===== src/rtl/tft_spi_stream.sv =====
// Buffered SPI mode-0 transmitter for the TFT panel.
// A valid/ready stream fills a FIFO of {dc, wide, word} entries; the engine
// shifts them out MSB first and keeps CS low across back-to-back words.
// Pin outputs are registered from the engine state, so every pin lags the
// engine by one clk; phase lengths are unaffected by that uniform lag.
module tft_spi_stream #(
  parameter int unsigned CLK_DIV    = 1,
  parameter int unsigned FIFO_DEPTH = 16,
  parameter int unsigned CS_GAP     = 2
) (
  input  logic                          clk,
  input  logic                          rst,
  input  logic [15:0]                   in_word,
  input  logic                          in_dc,
  input  logic                          in_wide,
  input  logic                          in_valid,
  output logic                          in_ready,
  output logic                          tft_clk,
  output logic                          tft_mosi,
  output logic                          tft_cs,
  output logic                          tft_dc,
  output logic                          busy,
  output logic [$clog2(FIFO_DEPTH):0]   fifo_level
);

  localparam int unsigned AW = $clog2(FIFO_DEPTH);
  localparam int unsigned LW = AW + 1;
  localparam logic [LW-1:0] LevelFull = LW'(FIFO_DEPTH);
  localparam logic [15:0]   DivLast   = 16'(CLK_DIV - 1);
  localparam logic [15:0]   GapLast   = 16'(CS_GAP - 1);

  typedef enum logic [2:0] {
    StIdle,
    StSetup,
    StHigh,
    StLow,
    StHold,
    StGap
  } state_e;

  // ---------------------------------------------------------------------------
  // FIFO
  // ---------------------------------------------------------------------------
  logic [17:0]    mem_q [FIFO_DEPTH];
  logic [AW-1:0]  wr_ptr_q, wr_ptr_d;
  logic [AW-1:0]  rd_ptr_q, rd_ptr_d;
  logic [LW-1:0]  level_q, level_d;
  logic           push, pop, fifo_empty;
  logic [17:0]    head;

  // Held low while in reset so nothing is accepted on the reset edge.
  assign in_ready   = ~rst & (level_q != LevelFull);
  assign push       = in_valid & in_ready;
  assign fifo_empty = (level_q == '0);
  assign head       = mem_q[rd_ptr_q];
  assign fifo_level = level_q;

  // FIFO pointer and level next-state
  always_comb begin
    wr_ptr_d = wr_ptr_q;
    rd_ptr_d = rd_ptr_q;
    if (push) wr_ptr_d = wr_ptr_q + AW'(1);
    if (pop)  rd_ptr_d = rd_ptr_q + AW'(1);
    level_d = level_q + LW'(push) - LW'(pop);
  end

  // FIFO storage write; contents need no reset, the level guards them
  always_ff @(posedge clk) begin
    if (push) mem_q[wr_ptr_q] <= {in_dc, in_wide, in_word};
  end

  // FIFO pointer and level registers
  always_ff @(posedge clk) begin
    if (rst) begin
      wr_ptr_q <= '0;
      rd_ptr_q <= '0;
      level_q  <= '0;
    end else begin
      wr_ptr_q <= wr_ptr_d;
      rd_ptr_q <= rd_ptr_d;
      level_q  <= level_d;
    end
  end

  // ---------------------------------------------------------------------------
  // Shift engine
  // ---------------------------------------------------------------------------
  state_e        state_q, state_d;
  logic [15:0]   cnt_q, cnt_d;
  logic [3:0]    bit_q, bit_d;
  logic [15:0]   shift_q, shift_d;
  logic          dc_q, dc_d;
  logic          phase_done;

  // GAP counts CS_GAP cycles, every other phase counts CLK_DIV cycles.
  assign phase_done = (cnt_q == ((state_q == StGap) ? GapLast : DivLast));
  assign busy       = ~fifo_empty | (state_q != StIdle);

  // Engine next-state, phase counter, bit counter and FIFO pop
  always_comb begin
    state_d = state_q;
    cnt_d   = phase_done ? 16'd0 : cnt_q + 16'd1;
    bit_d   = bit_q;
    shift_d = shift_q;
    dc_d    = dc_q;
    pop     = 1'b0;

    unique case (state_q)
      StIdle: begin
        cnt_d = '0;
        if (!fifo_empty) begin
          pop     = 1'b1;
          state_d = StSetup;
        end
      end
      StSetup: if (phase_done) state_d = StHigh;
      StHigh: begin
        if (phase_done) begin
          if (bit_q != 4'd0) begin
            state_d = StLow;
            bit_d   = bit_q - 4'd1;
            shift_d = {shift_q[14:0], 1'b0};
          end else if (!fifo_empty) begin
            // Next word rides straight in; this LOW phase is its setup.
            pop     = 1'b1;
            state_d = StLow;
          end else begin
            state_d = StHold;
          end
        end
      end
      StLow:  if (phase_done) state_d = StHigh;
      StHold: if (phase_done) state_d = StGap;
      StGap: begin
        if (phase_done) begin
          // A word already waiting starts immediately, so CS is high for
          // exactly CS_GAP cycles.
          if (!fifo_empty) begin
            pop     = 1'b1;
            state_d = StSetup;
          end else begin
            state_d = StIdle;
          end
        end
      end
      default: state_d = StIdle;
    endcase

    // Narrow words are left-aligned so the MSB is always shift[15].
    if (pop) begin
      dc_d    = head[17];
      bit_d   = head[16] ? 4'd15 : 4'd7;
      shift_d = head[16] ? head[15:0] : {head[7:0], 8'h00};
    end
  end

  // Engine registers; shift resets to ones so MOSI idles high after reset
  always_ff @(posedge clk) begin
    if (rst) begin
      state_q <= StIdle;
      cnt_q   <= '0;
      bit_q   <= '0;
      shift_q <= '1;
      dc_q    <= 1'b0;
    end else begin
      state_q <= state_d;
      cnt_q   <= cnt_d;
      bit_q   <= bit_d;
      shift_q <= shift_d;
      dc_q    <= dc_d;
    end
  end

  // ---------------------------------------------------------------------------
  // Pin registers
  // ---------------------------------------------------------------------------
  logic sck_q, sck_d;
  logic cs_q, cs_d;
  logic mosi_q, mosi_d;
  logic dcp_q, dcp_d;

  // Pin values decoded from the current engine state
  always_comb begin
    sck_d  = (state_q == StHigh);
    cs_d   = ~(state_q inside {StSetup, StHigh, StLow, StHold});
    mosi_d = shift_q[15];
    dcp_d  = dc_q;
  end

  // Pin output registers
  always_ff @(posedge clk) begin
    if (rst) begin
      sck_q  <= 1'b0;
      cs_q   <= 1'b1;
      mosi_q <= 1'b1;
      dcp_q  <= 1'b0;
    end else begin
      sck_q  <= sck_d;
      cs_q   <= cs_d;
      mosi_q <= mosi_d;
      dcp_q  <= dcp_d;
    end
  end

  assign tft_clk  = sck_q;
  assign tft_cs   = cs_q;
  assign tft_mosi = mosi_q;
  assign tft_dc   = dcp_q;

endmodule

===== config.mk =====
export PLATFORM = sky130hd
export DESIGN_NAME = tft_spi_stream
export DESIGN_NICKNAME = d
export VERILOG_FILES = /design/src/rtl/tft_spi_stream.sv
export SDC_FILE = /design/constraint.sdc
export NUM_CORES = 1
export LEC_CHECK = 0
export BUFFER_PORTS_ARGS = -buffer_cell sky130_fd_sc_hd__clkbuf_2
export CAP_MARGIN = 20
export CORE_UTILIZATION = 40
export DETAILED_ROUTE_END_ITERATION = 10
export PLACE_DENSITY = 0.65
export SLEW_MARGIN = 30
export SYNTH_ARGS = -nofsm -noshare
export SYNTH_HDL_FRONTEND = slang
export SYNTH_SLANG_ARGS = --single-unit

===== constraint.sdc =====
create_clock -name clk -period 2.9 [get_ports clk]
set_clock_uncertainty 0.15 [all_clocks]
set_input_delay 0.435 -clock clk [delete_from_list [all_inputs] [get_ports clk]]
set_output_delay 0.435 -clock clk [all_outputs]
set_load 0.01 [all_outputs]

Yosys cells after proc, flatten, opt, wreduce, memory -nomap -nowiden

Memories as Yosys holds them, arrays and structs flattened. A register that Yosys moved wholly into a read port is not among the register bits.
Index checks and enable logic that the tools add are counted.

Input port bits: 21
Memory bits (read-only): 0
Register bits: 57
Word-level logic and storage cells: 78
Memory bits (writable): 288
Memories kept: 1
Latch bits: 0

Memory list:

| memory | words | width | read ports | clocked after Yosys merged registers in | write ports | line | text |
|---|---|---|---|---|---|---|---|
| mem_q  | 16    | 18    | 1          | 1                                       | 1           | 44   | `logic [17:0] mem_q [FIFO_DEPTH];` |

$mul: 0
Shift-type cells: 0
Div/mod/pow operators: 0
Add/sub/neg operators: 6
Reductions and logical operators: 12
Bitwise operators: 6
Order comparisons: 0
Muxes and demuxes: 29
Equal/unequal tests: 12

Operators by type and width:

| cell                                             | count |
|---|---|
| 2-to-1 mux 16 bit                                | 5 |
| 2-to-1 mux 4 bit                                 | 7 |
| 2-to-1 mux 3 bit                                 | 7 |
| adder 16 x 1 -> 16 bit, second input constant    | 1 |
| == test 16 x 1 -> 1 bit                          | 1 |
| case mux 3 bit (5 select lines)                  | 1 |
| adder 4 x 1 -> 4 bit, second input constant      | 2 |
| 2-to-1 mux 1 bit                                 | 8 |
| != test 2 bit, second input constant             | 4 |
| nonzero test 4 bit                               | 2 |
| == test 3 x 2 -> 1 bit, second input constant    | 2 |
| == test 3 bit, second input constant             | 2 |
| nonzero test 2 bit                               | 3 |
| adder 5 x 1 -> 5 bit                             | 1 |
| zero test 5 bit                                  | 1 |
| != test 5 bit, second input constant             | 1 |
| AND reduction 5 bit                              | 1 |
| subtractor 5 x 1 -> 5 bit                        | 1 |
| subtractor 4 x 1 -> 4 bit, second input constant | 1 |
| == test 3 x 1 -> 1 bit, second input constant    | 1 |
| zero test 3 bit                                  | 1 |
| inverter 1 bit                                   | 3 |
| case mux 1 bit (3 select lines)                  | 1 |
| AND reduction 3 bit                              | 1 |
| 6 further kinds                                  | 7 |

Logic depth before layout (Yosys ltp)

Depth in word-level cells: 7
Depth in mapped cells: 17

Worst setup path before layout

Ideal clock, no wire load.

Path kind: flip-flop to flip-flop
From: register level_q[2] (netlist: fifo_level[2])
To: memory mem_q[3][0] (enable)
Arrival: 2.703 ns
Stages on the path, launching flop included: 6
Library setup time: 0.416 ns
Data required time: 2.334 ns
Setup slack: -0.369 ns
Clock period less this slack: 3.269 ns
Cells stage by stage: dfxtp_1 -> inv_1 -> ha_1 -> a311oi_2 -> nand2_1 -> nor3_1

Cells in the longest elaborated chain, start to end: 5

RTL lines:

| element                                | line | text |
|---|---|---|
| start, declared                        | 47   | `logic [LW-1:0] level_q, level_d;` |
| start signal, assigned                 | 81   | `level_q <= level_d;` |
| != test 5 bit                          | 52   | `assign in_ready = ~rst & (level_q != LevelFull);` |
| bitwise AND 1 bit                      | 52   |  |
| bitwise AND 1 bit                      | 53   | `assign push = in_valid & in_ready;` |
| 2-to-1 mux 1 bit                       | 69   | `if (push) mem_q[wr_ptr_q] <= {in_dc, in_wide, in_word};` |
| 2-to-1 mux 1 bit (not written as such) | 69   |  |
| end, declared                          | 44   |  |

Every way passes these cells.

Worst setup path in the final report

From: register bit_q[0]
To: register level_q[4] (netlist: fifo_level[4])

Cells in the longest elaborated chain, start to end: 5

RTL lines:

| element                         | line | text |
|---|---|---|
| start, declared                 | 90   | `logic [3:0] bit_q, bit_d;` |
| start signal, assigned          | 168  | `bit_q <= bit_d;` |
| nonzero test 4 bit              | 119  | `if (bit_q != 4'd0) begin` |
| 2-to-1 mux 1 bit                | 119  |  |
| 2-to-1 mux 1 bit                | 118  | `if (phase_done) begin` |
| case mux 1 bit (3 select lines) | 108  | `unique case (state_q)` |
| subtractor 5 x 1 -> 5 bit       | 64   | `level_d = level_q + LW'(push) - LW'(pop);` |

Every way passes these cells.
A chain may end at the register's enable or synchronous reset.

==> out/qor.yml <==
status: "finished clean"
max_cap_viol_count: 0
design_area_um2: 16300
fp.dieArea_um2: 35400
dpl_worst_slack_ns: 0.0379
hold_viol_final: 0
power_density_nw_per_um2: 849
wl_per_cell_um: 21.1
cts_sinks: 349
ys_ff_latch: 349
area_growth_pct: 17.5
grt_setup_unrepaired: "true"
max_freq_mhz: 351
hpwlAfterDp_mm: 18.2
p_sw_share_pct: 27.3
postRouteAntennaNets: 0
cts_root_buf: "clkbuf_16"
die_w_um: 188
vdd_drop_max_mv: 0.566
path_class: "reg2reg"
slew_headroom_pct: 54.3
critPathCaptureType: "flip-flop"
dp.cells: 1307
finalCriticalPeriod_ns: 2.85
syn_area_um2: 13900
p_clk_share_pct: 34.7
dr.pass1.iters: 5
grt_overflow: 0
grt_antenna_before_repair: 0
final_cell_mix: "288 x edfxtp_1, 64 x mux4_2, 59 x buf_4, 57 x dfxtp_1, 45 x nor2_1"
clk_pin_slew_ns: 0.06
crit_arrival_ns: 3.13
grt_use_total_pct: 16.8
cts_made_buffers: 37
avgSynthCellArea_um2: 17.2
leakagePower_nw: 5.38
grt_pass1_vias: 7550
final_nets: 937
pwr-share-comb_pct: 22.8
gp_congestion: 0.806
cts_tree: "done"
ctsHtreeMaxLevel: 2
layout_commonest_cell: "edfxtp_1"
finalCritPeriodShare_pct: 98.1
grt_pass1_wl_mm: 45.0
yosys_warnings: 0
synth_edf_count: 288
seq_area_frac_synth_pct: 71.2
worst_pin_slew_ns: 0.684
final_cells: 1378
drcViolationCount: 0
drive_above_1_share_pct: 28.1
syn_inst: 806
hp-class: "in2reg"
syn_nets: 842
seqPwrFrac_pct: 42.5
ios: 32
slew_viol_final: 0
place_area_um2: 15000
setup-tns-final_ns: 0
core_area_um2: 33800
ys_types: 61
required_ns: 3.19
grt_max_degree: 36
vias_per_cell: 5.45
diodes: 0
rows: 67
p_int_mw: 10.1
cts_max_path_buffers: 3
port-buffer-count: 31
async_flop_share_pct: 0
p_switching_mw: 3.78
wl_mm: 29.1
layout_setup_ws_ns: 0.0543
first_iter_violations: 625
finalSetupViolCount: 0
insertion_delay_ns: 0.53
start_kind: "flip-flop"
path_max_fanout: 2
chipHeight_um: 188
start_util_pct: 41.0
synth_ff_type: "edfxtp_1"
vias: 7510
finalPower_mw: 13.8
[timing repair]
| item | CTS | global route |
|---|---|---|
| hold buffers | 0 | 0 |
| buffers inserted | 0 | 3 |
| resized for setup | 0 | 18 |
| setup endpoints to repair | 0 | 2 |
[power groups by stage]
stage          Sequential, mW  Combinational (mW)  Clock (mW)
6_report                 5.88                3.16        4.80
5_1_grt                  5.91                3.45        5.10
4_1_cts                  5.87                3.05        4.90
3_5_place_dp             5.97                3.03           0
3_3_place_gp             5.96                2.99           0
2_1_floorplan            5.91                2.16           0
[registers in the layout, summed over array words and instances (netlist names), 3 cells and up, named ones only]
signal      cells
state_q         3
rd_ptr_q        4
fifo_level      5
shift_q        16
cnt_q          16
wr_ptr_q        4
bit_q           4
mem_q         288
[synth_stat cells (all sizes together), types with 5 or more instances]
| cell | count | area (um2) |
|---|---|---|
| edfxtp | 288 | 8650 |
| mux4 | 64 | 1440 |
| dfxtp | 61 | 1220 |
| nor2 | 58 | 218 |
| mux2i | 35 | 354 |
| buf | 29 | 188 |
| inv | 26 | 97.6 |
| nand2 | 26 | 97.6 |
| a21oi | 23 | 115 |
| o22ai | 19 | 119 |
| ha | 14 | 175 |
| nand3 | 11 | 55.1 |
| xnor2 | 11 | 96.3 |
| xor2 | 11 | 104 |
| clkbuf | 10 | 38.8 |
| o21ai | 10 | 57.6 |
| a221oi | 9 | 78.8 |
| nand4 | 8 | 50.1 |
| nor3 | 8 | 45.0 |
| o211ai | 6 | 45.0 |
| a32oi | 5 | 43.8 |
| nor2b | 5 | 31.3 |
| o21bai | 5 | 37.5 |
[layout make-up]
cell class | count | area (um2)
fill | 2814 | 17500
sequential | 349 | 9880
multi-input combinational | 390 | 3800
clock buffer | 44 | 983
timing repair buffer | 95 | 698
tap | 448 | 561
clock inverter | 24 | 268
inverter | 28 | 105
[metal layers]
metal  up-vias  GRT usage (%)  routed length (um)
met3        52           2.75                1860
met5         -              0                   0
met1      3797           24.3               13100
met4         0           5.25                 765
li1       3394              -                   -
met2       267           26.0               13400
[cell families (layout without fill, tap and decap cells)]
logic type / count (synthesis) / count (layout) / share of synthesized area (%)
AND/OR/NAND/NOR: 144 / 144 / 5.03
AO/OA/AOI/OAI: 110 / 110 / 5.59
flip-flops: 349 / 349 / 71.2
buffers and inverters: 67 / 191 / 2.39
multiplexers: 99 / 99 / 13.0
adder cells (fa/ha/maj): 15 / 15 / 1.41
XOR/XNOR: 22 / 22 / 1.44
[stage by stage]
step | hold WS [ns] | util (%)
finish | 0.159 | 48.2
detailed placement | 0.310 | 44.3
floorplan | 0.266 | -
CTS | 0.138 | 48.0
global placement | 0.302 | 44.3
global route | 0.163 | 48.2
[worst paths after layout]
kind	from	end	slack, ns	cells after the start
worst min-delay path	in_word[9]	mem_q[6][9]$_DFFE_PP_	0.16	1
worst max-delay path	bit_q[0]$_SDFFE_PP0P_	fifo_level[4]$_SDFF_PP0_	0.05	17
worst max register to register	bit_q[0]$_SDFFE_PP0P_	fifo_level[4]$_SDFF_PP0_	0.05	17
worst min register to register	dc_q$_SDFFE_PP0N_	tft_dc$_SDFF_PP0_	0.32	1
[worst max-delay path, cell delays in order, from the launching register on]
cell     delay [ns]
dfxtp_2        0.32
inv_2          0.06
ha_2           0.15
or3b_4         0.37
o21ai_2        0.17
a31o_4         0.19
nand2_4        0.05
inv_2          0.06
ha_4           0.12
inv_2          0.03
ha_4           0.15
inv_2          0.06
fa_2           0.21
inv_2          0.04
a21oi_2        0.11
nor2_2         0.05
or3_1          0.36
a21oi_1        0.12
Power figures use the tool's default switching activity.
